==> src/rtl/bcd_disp_pkg.sv <==
// Shared constants and types for the 7-segment BCD display scanner.
// Segment patterns are active-low, bit order g,f,e,d,c,b,a (bit6..bit0).
// Digit-slot index encoding shared by the scanner and any future users.
package bcd_disp_pkg;

    typedef logic [6:0] seg_t;

    localparam seg_t SEG_0     = 7'b1000000;
    localparam seg_t SEG_1     = 7'b1111001;
    localparam seg_t SEG_2     = 7'b0100100;
    localparam seg_t SEG_3     = 7'b0110000;
    localparam seg_t SEG_4     = 7'b0011001;
    localparam seg_t SEG_5     = 7'b0010010;
    localparam seg_t SEG_6     = 7'b0000010;
    localparam seg_t SEG_7     = 7'b1111000;
    localparam seg_t SEG_8     = 7'b0000000;
    localparam seg_t SEG_9     = 7'b0010000;
    localparam seg_t SEG_E     = 7'b0000110;
    localparam seg_t SEG_BLANK = 7'b1111111;
    localparam seg_t SEG_MINUS = 7'b0111111;

    // Digit slot index: scanned ones -> tens -> huns -> sign -> ones.
    typedef enum logic [1:0] {
        IDX_ONES = 2'd0,
        IDX_TENS = 2'd1,
        IDX_HUNS = 2'd2,
        IDX_SIGN = 2'd3
    } idx_t;

    // Displayed value: three BCD nibbles plus sign.
    typedef struct packed {
        logic [3:0] huns;
        logic [3:0] tens;
        logic [3:0] ones;
        logic       neg;
    } disp_val_t;

    // Successor slot in scan order.
    function automatic idx_t idx_next(input idx_t cur);
        idx_t nxt;
        case (cur)
            IDX_ONES: nxt = IDX_TENS;
            IDX_TENS: nxt = IDX_HUNS;
            IDX_HUNS: nxt = IDX_SIGN;
            default:  nxt = IDX_ONES;
        endcase
        return nxt;
    endfunction

endpackage

==> src/rtl/bcd_to_seg.sv <==
// Purpose: BCD nibble to active-low 7-segment pattern, with blank override.
// Latency: purely combinational.
// Backpressure: none; nibbles above 9 render as 'E'.
module bcd_to_seg
    import bcd_disp_pkg::*;
(
    input  logic [3:0] nib_i,
    input  logic       blank_i,
    output seg_t       seg_n_o
);

    // Decode nibble, blank flag wins over any digit.
    always_comb begin
        seg_n_o = SEG_E;
        if (blank_i) begin
            seg_n_o = SEG_BLANK;
        end else begin
            case (nib_i)
                4'd0:    seg_n_o = SEG_0;
                4'd1:    seg_n_o = SEG_1;
                4'd2:    seg_n_o = SEG_2;
                4'd3:    seg_n_o = SEG_3;
                4'd4:    seg_n_o = SEG_4;
                4'd5:    seg_n_o = SEG_5;
                4'd6:    seg_n_o = SEG_6;
                4'd7:    seg_n_o = SEG_7;
                4'd8:    seg_n_o = SEG_8;
                4'd9:    seg_n_o = SEG_9;
                default: seg_n_o = SEG_E;
            endcase
        end
    end

endmodule

==> src/rtl/bcd_seg_scan.sv <==
// Purpose: time-multiplexed 4-slot 7-segment scanner with double-buffered value.
// Latency: outputs registered, one clock behind (index, prescaler) state.
// Backpressure: none; load is a strobe, value swaps in only at frame boundaries.
module bcd_seg_scan
    import bcd_disp_pkg::*;
#(
    parameter int SCAN_DIV  = 50000,
    parameter int BLANK_CYC = 500
) (
    input  logic       clk,
    input  logic       rst_n,
    input  logic [3:0] in_ones,
    input  logic [3:0] in_tens,
    input  logic [3:0] in_huns,
    input  logic       in_neg,
    input  logic       load,
    output logic [3:0] an_n,
    output logic [6:0] seg_n,
    output logic       frame
);

    localparam int             PW         = $clog2(SCAN_DIV);
    localparam logic [PW-1:0]  PRESC_LAST = PW'(SCAN_DIV - 1);
    localparam logic [PW-1:0]  BLANK_LIM  = PW'(BLANK_CYC);

    logic [PW-1:0] presc_q, presc_d;
    idx_t          idx_q, idx_d;
    disp_val_t     pend_q, pend_d;
    disp_val_t     act_q, act_d;
    logic [3:0]    an_q, an_d;
    seg_t          seg_q, seg_d;
    logic          frame_q, frame_d;

    logic          tick;
    logic          boundary;
    disp_val_t     in_val;
    logic [3:0]    nib;
    logic          nib_blank;
    seg_t          digit_seg;
    seg_t          sign_seg;

    // Prescaler/index advance and frame-boundary detection.
    always_comb begin
        tick     = (presc_q == PRESC_LAST);
        boundary = tick && (idx_q == IDX_SIGN);
        presc_d  = tick ? '0 : presc_q + PW'(1);
        idx_d    = tick ? idx_next(idx_q) : idx_q;
    end

    // Double buffer: load fills pending; active swaps at the boundary,
    // taking the incoming value directly if load lands on that same cycle.
    always_comb begin
        in_val = {in_huns, in_tens, in_ones, in_neg};
        pend_d = load ? in_val : pend_q;
        act_d  = act_q;
        if (boundary) begin
            act_d = load ? in_val : pend_q;
        end
    end

    // Pick the nibble for the current slot and apply leading-zero blanking.
    always_comb begin
        nib       = act_q.ones;
        nib_blank = 1'b0;
        case (idx_q)
            IDX_ONES: begin
                nib       = act_q.ones;
                nib_blank = 1'b0;
            end
            IDX_TENS: begin
                nib       = act_q.tens;
                nib_blank = (act_q.huns == 4'd0) && (act_q.tens == 4'd0);
            end
            IDX_HUNS: begin
                nib       = act_q.huns;
                nib_blank = (act_q.huns == 4'd0);
            end
            default: begin
                nib       = 4'd0;
                nib_blank = 1'b1;
            end
        endcase
    end

    bcd_to_seg u_bcd_to_seg (
        .nib_i   (nib),
        .blank_i (nib_blank),
        .seg_n_o (digit_seg)
    );

    // Output next-state: minus only for a nonzero negative magnitude,
    // anodes dark for the first BLANK_CYC clocks of every slot.
    always_comb begin
        sign_seg = SEG_BLANK;
        if (act_q.neg && ({act_q.huns, act_q.tens, act_q.ones} != 12'd0)) begin
            sign_seg = SEG_MINUS;
        end
        seg_d = (idx_q == IDX_SIGN) ? sign_seg : digit_seg;
        an_d  = 4'b1111;
        if (presc_q >= BLANK_LIM) begin
            case (idx_q)
                IDX_ONES: an_d = 4'b1110;
                IDX_TENS: an_d = 4'b1101;
                IDX_HUNS: an_d = 4'b1011;
                default:  an_d = 4'b0111;
            endcase
        end
        frame_d = boundary;
    end

    // State and output registers; reset darkens the display at once.
    always_ff @(posedge clk or negedge rst_n) begin
        if (!rst_n) begin
            presc_q <= '0;
            idx_q   <= IDX_ONES;
            pend_q  <= '0;
            act_q   <= '0;
            an_q    <= 4'b1111;
            seg_q   <= SEG_BLANK;
            frame_q <= 1'b0;
        end else begin
            presc_q <= presc_d;
            idx_q   <= idx_d;
            pend_q  <= pend_d;
            act_q   <= act_d;
            an_q    <= an_d;
            seg_q   <= seg_d;
            frame_q <= frame_d;
        end
    end

    assign an_n  = an_q;
    assign seg_n = seg_q;
    assign frame = frame_q;

endmodule

==> config.mk <==
export PLATFORM = sky130hd
export DESIGN_NAME = bcd_seg_scan
export DESIGN_NICKNAME = d
export VERILOG_FILES = /design/src/rtl/bcd_disp_pkg.sv /design/src/rtl/bcd_to_seg.sv /design/src/rtl/bcd_seg_scan.sv
export SDC_FILE = /design/constraint.sdc
export NUM_CORES = 1
export LEC_CHECK = 0
export BUFFER_PORTS_ARGS = -buffer_cell sky130_fd_sc_hd__buf_2
export CORE_MARGIN = 4
export CORE_UTILIZATION = 50
export DETAILED_ROUTE_END_ITERATION = 6
export PLACE_DENSITY_LB_ADDON = 0.12
export SETUP_SLACK_MARGIN = 0.02
export SYNTH_ARGS = -nofsm -noshare
export SYNTH_HDL_FRONTEND = slang
export SYNTH_SLANG_ARGS = --single-unit
==> constraint.sdc <==
create_clock -name clk -period 3 [get_ports clk]
set_input_delay 0.45 -clock clk [delete_from_list [all_inputs] [get_ports clk]]
set_output_delay 0.45 -clock clk [all_outputs]
set_load 0.01 [all_outputs]
==> run summary <==
Post-CTS Hold Buffers -> 0
final setup vio count -> 0
GPL Wtd Cong -> 0.808
setup TNS -> 0 ps
Layout area overhead -> 12.2%
Worst Skew -> 18.4 ps
clock-pin slew on the worst setup and hold paths -> 110 ps
Leak -> 1.36 nW
mapped cell area -> 0.00259 mm^2
PostCTS Resize Cnt -> 0
pre-CTS setup slack -> 708 ps
Pins Over Slew Limit -> 0
FF-to-FF setup slack -> 640 ps
sw power -> 316 uW
Gate Count Post-Synth -> 209
DRT Wirelength -> 4450 um
top sig layer -> met4
crit end category -> register
outcome -> finished, final reports clean
DRC violations left -> 0
pwr dens -> 459 mW/mm^2
sw frac -> 0.237
die height -> 80.0 um
Crit-path slowest cell -> a222oi_1
min cycle time layout -> 2360 ps
combinational share of power -> 0.081
syn_area_per_cell -> 12.4 um^2
# diodes -> 0
unrepaired setup endpoints after global routing -> no
CP Launch Point -> idx_q[0]$_DFFE_PN0N_
Post-CTS Setup Bufs -> 0
metal2 WL -> 2230 um
DR vias -> 1652
Hold WC Path Type -> input pin to asynchronous set/reset pin
initial detailed-routing violation count -> 72
crit start category -> register
number of global-route vias before repair -> 1675
htree depth -> 2
detailed-placement wirelength estimate -> 3240 um
Max Freq -> 424 MHz
Worst-Margin Slew -> 993 ps
Clk pwr share -> 0.313
port bufs -> 27
FF+latch count, synth -> 56
worst hold slack -> 285 ps
drt via density -> 5.31
global-route wire length before repair -> 7690 um
Peak VDD IR -> 0.270 mV
layout cells sized above 1 -> 0.344
core area -> 0.00488 mm^2
worst skew pair latency -> 310 ps
Max Cap Viol -> 0
CP peak stage delay -> 540 ps
Wirelength per Cell -> 14.3 um
TritonCTS clock tree -> built
clk buf depth -> 2
Pint -> 1.02 mW
Core Util, Final -> 0.596
post-route cell area -> 0.00291 mm^2
r2r startpoint -> idx_q[0]$_DFFE_PN0N_
final net count -> 272
Mapped Nets -> 238
CTS Sinks -> 56
Worst R2R End -> seg_n[6]$_DFF_PN1_
met1 wire length -> 1960 um
Congestion Overflow GR -> 0
Critical Path RT -> 3200 ps
die area -> 0.00640 mm^2
Num CTS Buffers -> 5
Tcrit/Tclk final -> 0.786
WP data arrival -> 2560 ps
initial antenna violation count -> 0
Core Rows -> 25
die width -> 80.0 um
Warnings, synthesis -> 0
GRT Util Overall -> 0.154
largest net degree at the start of global routing -> 47
Initial Util -> 0.532
root buf cell -> clkbuf_8
worst path cell trace -> inv_1 > ha_1 > a222oi_1 > or2_2 > inv_1 > ha_1 > mux2_2 > nand2_1 > a32oi_1
final worst setup slack -> 642 ps
Ports -> 28
Setup Crit Path Kind -> register to register
Synth cell types -> 40
crit path max fanout -> 6
met3 WL post-DR -> 179 um
post-route ant nets -> 0
DP Area -> 0.00282 mm^2
register area share after synthesis -> 0.546
Flop pwr share -> 0.606
TritonRoute pass-1 iters -> 4
worst r2r path cells -> 9
Slew headroom -> 0.338
final hold vios -> 0
power by group through the flow:
stage               Clock (mW)  Sequential [mW]  Combinational, mW
floorplan                    0            0.823             0.0616
global placement             0            0.822              0.109
detailed placement           0            0.823              0.110
CTS                      0.437            0.809              0.111
global route             0.472            0.812              0.122
finish                   0.417            0.809              0.109
synth_stat cells:
cell / instances / area share
nand2_1: 15 / 0.022
o221ai_1: 1 / 0.0034
or4bb_1: 1 / 0.0043
dfrtp_1: 45 / 0.43
buf_1: 1 / 0.0014
or3_1: 1 / 0.0024
nor3b_1: 1 / 0.0029
xor2_1: 6 / 0.020
a32oi_1: 1 / 0.0034
o311ai_0: 1 / 0.0034
or2_2: 3 / 0.0072
o21ai_0: 6 / 0.012
nand4_1: 3 / 0.0072
or4_1: 1 / 0.0029
buf_2: 1 / 0.0019
nor4_1: 6 / 0.014
mux2i_1: 1 / 0.0039
clkbuf_1: 1 / 0.0014
buf_6: 2 / 0.0087
a222oi_1: 4 / 0.015
o211ai_1: 2 / 0.0058
a31oi_1: 1 / 0.0024
mux2_2: 18 / 0.078
nor4_2: 1 / 0.0048
nand3_1: 10 / 0.019
xnor2_1: 7 / 0.024
and4_1: 1 / 0.0034
dfstp_2: 11 / 0.11
ha_1: 13 / 0.063
inv_1: 10 / 0.014
a21o_1: 1 / 0.0029
nor2_1: 13 / 0.019
or4_4: 1 / 0.0043
nor3_1: 1 / 0.0019
a211oi_1: 2 / 0.0058
a21oi_1: 4 / 0.0077
nand2_2: 1 / 0.0024
nand4b_1: 1 / 0.0034
mux2_4: 9 / 0.052
nor2b_1: 1 / 0.0024
worst max path at each step:
stage,end
after floorplan,seg_n[6]$_DFF_PN1_
after global placement,seg_n[6]$_DFF_PN1_
after detailed placement,seg_n[6]$_DFF_PN1_
after CTS,seg_n[6]$_DFF_PN1_
after global routing,seg_n[6]$_DFF_PN1_
final,seg_n[6]$_DFF_PN1_
per-layer routing:
layer,global-route usage,vias up
met5,0,-
li1,-,807
met1,0.181,804
met4,0.0507,0
met2,0.272,33
met3,0.0372,8
layout by cell type (no fill, tap or decap), types with 5 or more instances in the layout:
master     n
nor4_1     6
buf_4      5
nand3_1   10
ha_1      13
nor2_1    13
nand2_1   15
mux2_4     9
clkbuf_8   5
xnor2_1    7
inv_1     10
dfrtp_1   45
mux2_2    18
dfstp_2   11
buf_2     27
o21ai_0    6
xor2_1     6
sequential cells by signal (all words and copies together) (netlist names):
register	count
act_q	13
an_n	4
frame	1
idx_q	2
pend_q	13
presc_q	16
seg_n	7
logic make-up after synthesis:
logic type,count (synthesis),share of synthesized area
buffers and inverters,15,0.0280
xor gates and xnor gates,13,0.0439
AOI/OAI and AO/OA,23,0.0617
and+or+nand+nor,61,0.124
muxes,28,0.134
DFF,56,0.546
adders and majority gates,13,0.0627
per-stage QoR:
stage / power, mW / cells
floorplan: 0.885 / 209
global placement: 0.930 / 303
detailed placement: 0.934 / 303
CTS: 1.36 / 311
global route: 1.41 / 311
finish: 1.33 / 311
area by class of cell:
cell class                      instances  area (um^2)
Inverter                               10         37.5
Clock buffer                            5         68.8
Multi-Input combinational cell        138         1110
Tap cell                               67         83.8
Timing Repair Buffer                   32          173
Clock inverter                          3         26.3
Sequential cell                        56         1420
Fill cell                             420         1970
worst max-delay path, delay by kind of cell, from the launching register on:
| kind | cells | cell delay [ps] |
|---|---|---|
| multiplexers | 1 | 260 |
| AO/OA/AOI/OAI | 2 | 600 |
| buffers and inverters | 2 | 170 |
| flip-flops | 1 | 430 |
| AND/OR/NAND/NOR | 2 | 320 |
| adder cells (fa/ha/maj) | 2 | 480 |
No activity file was read; power rests on OpenSTA's default activity.
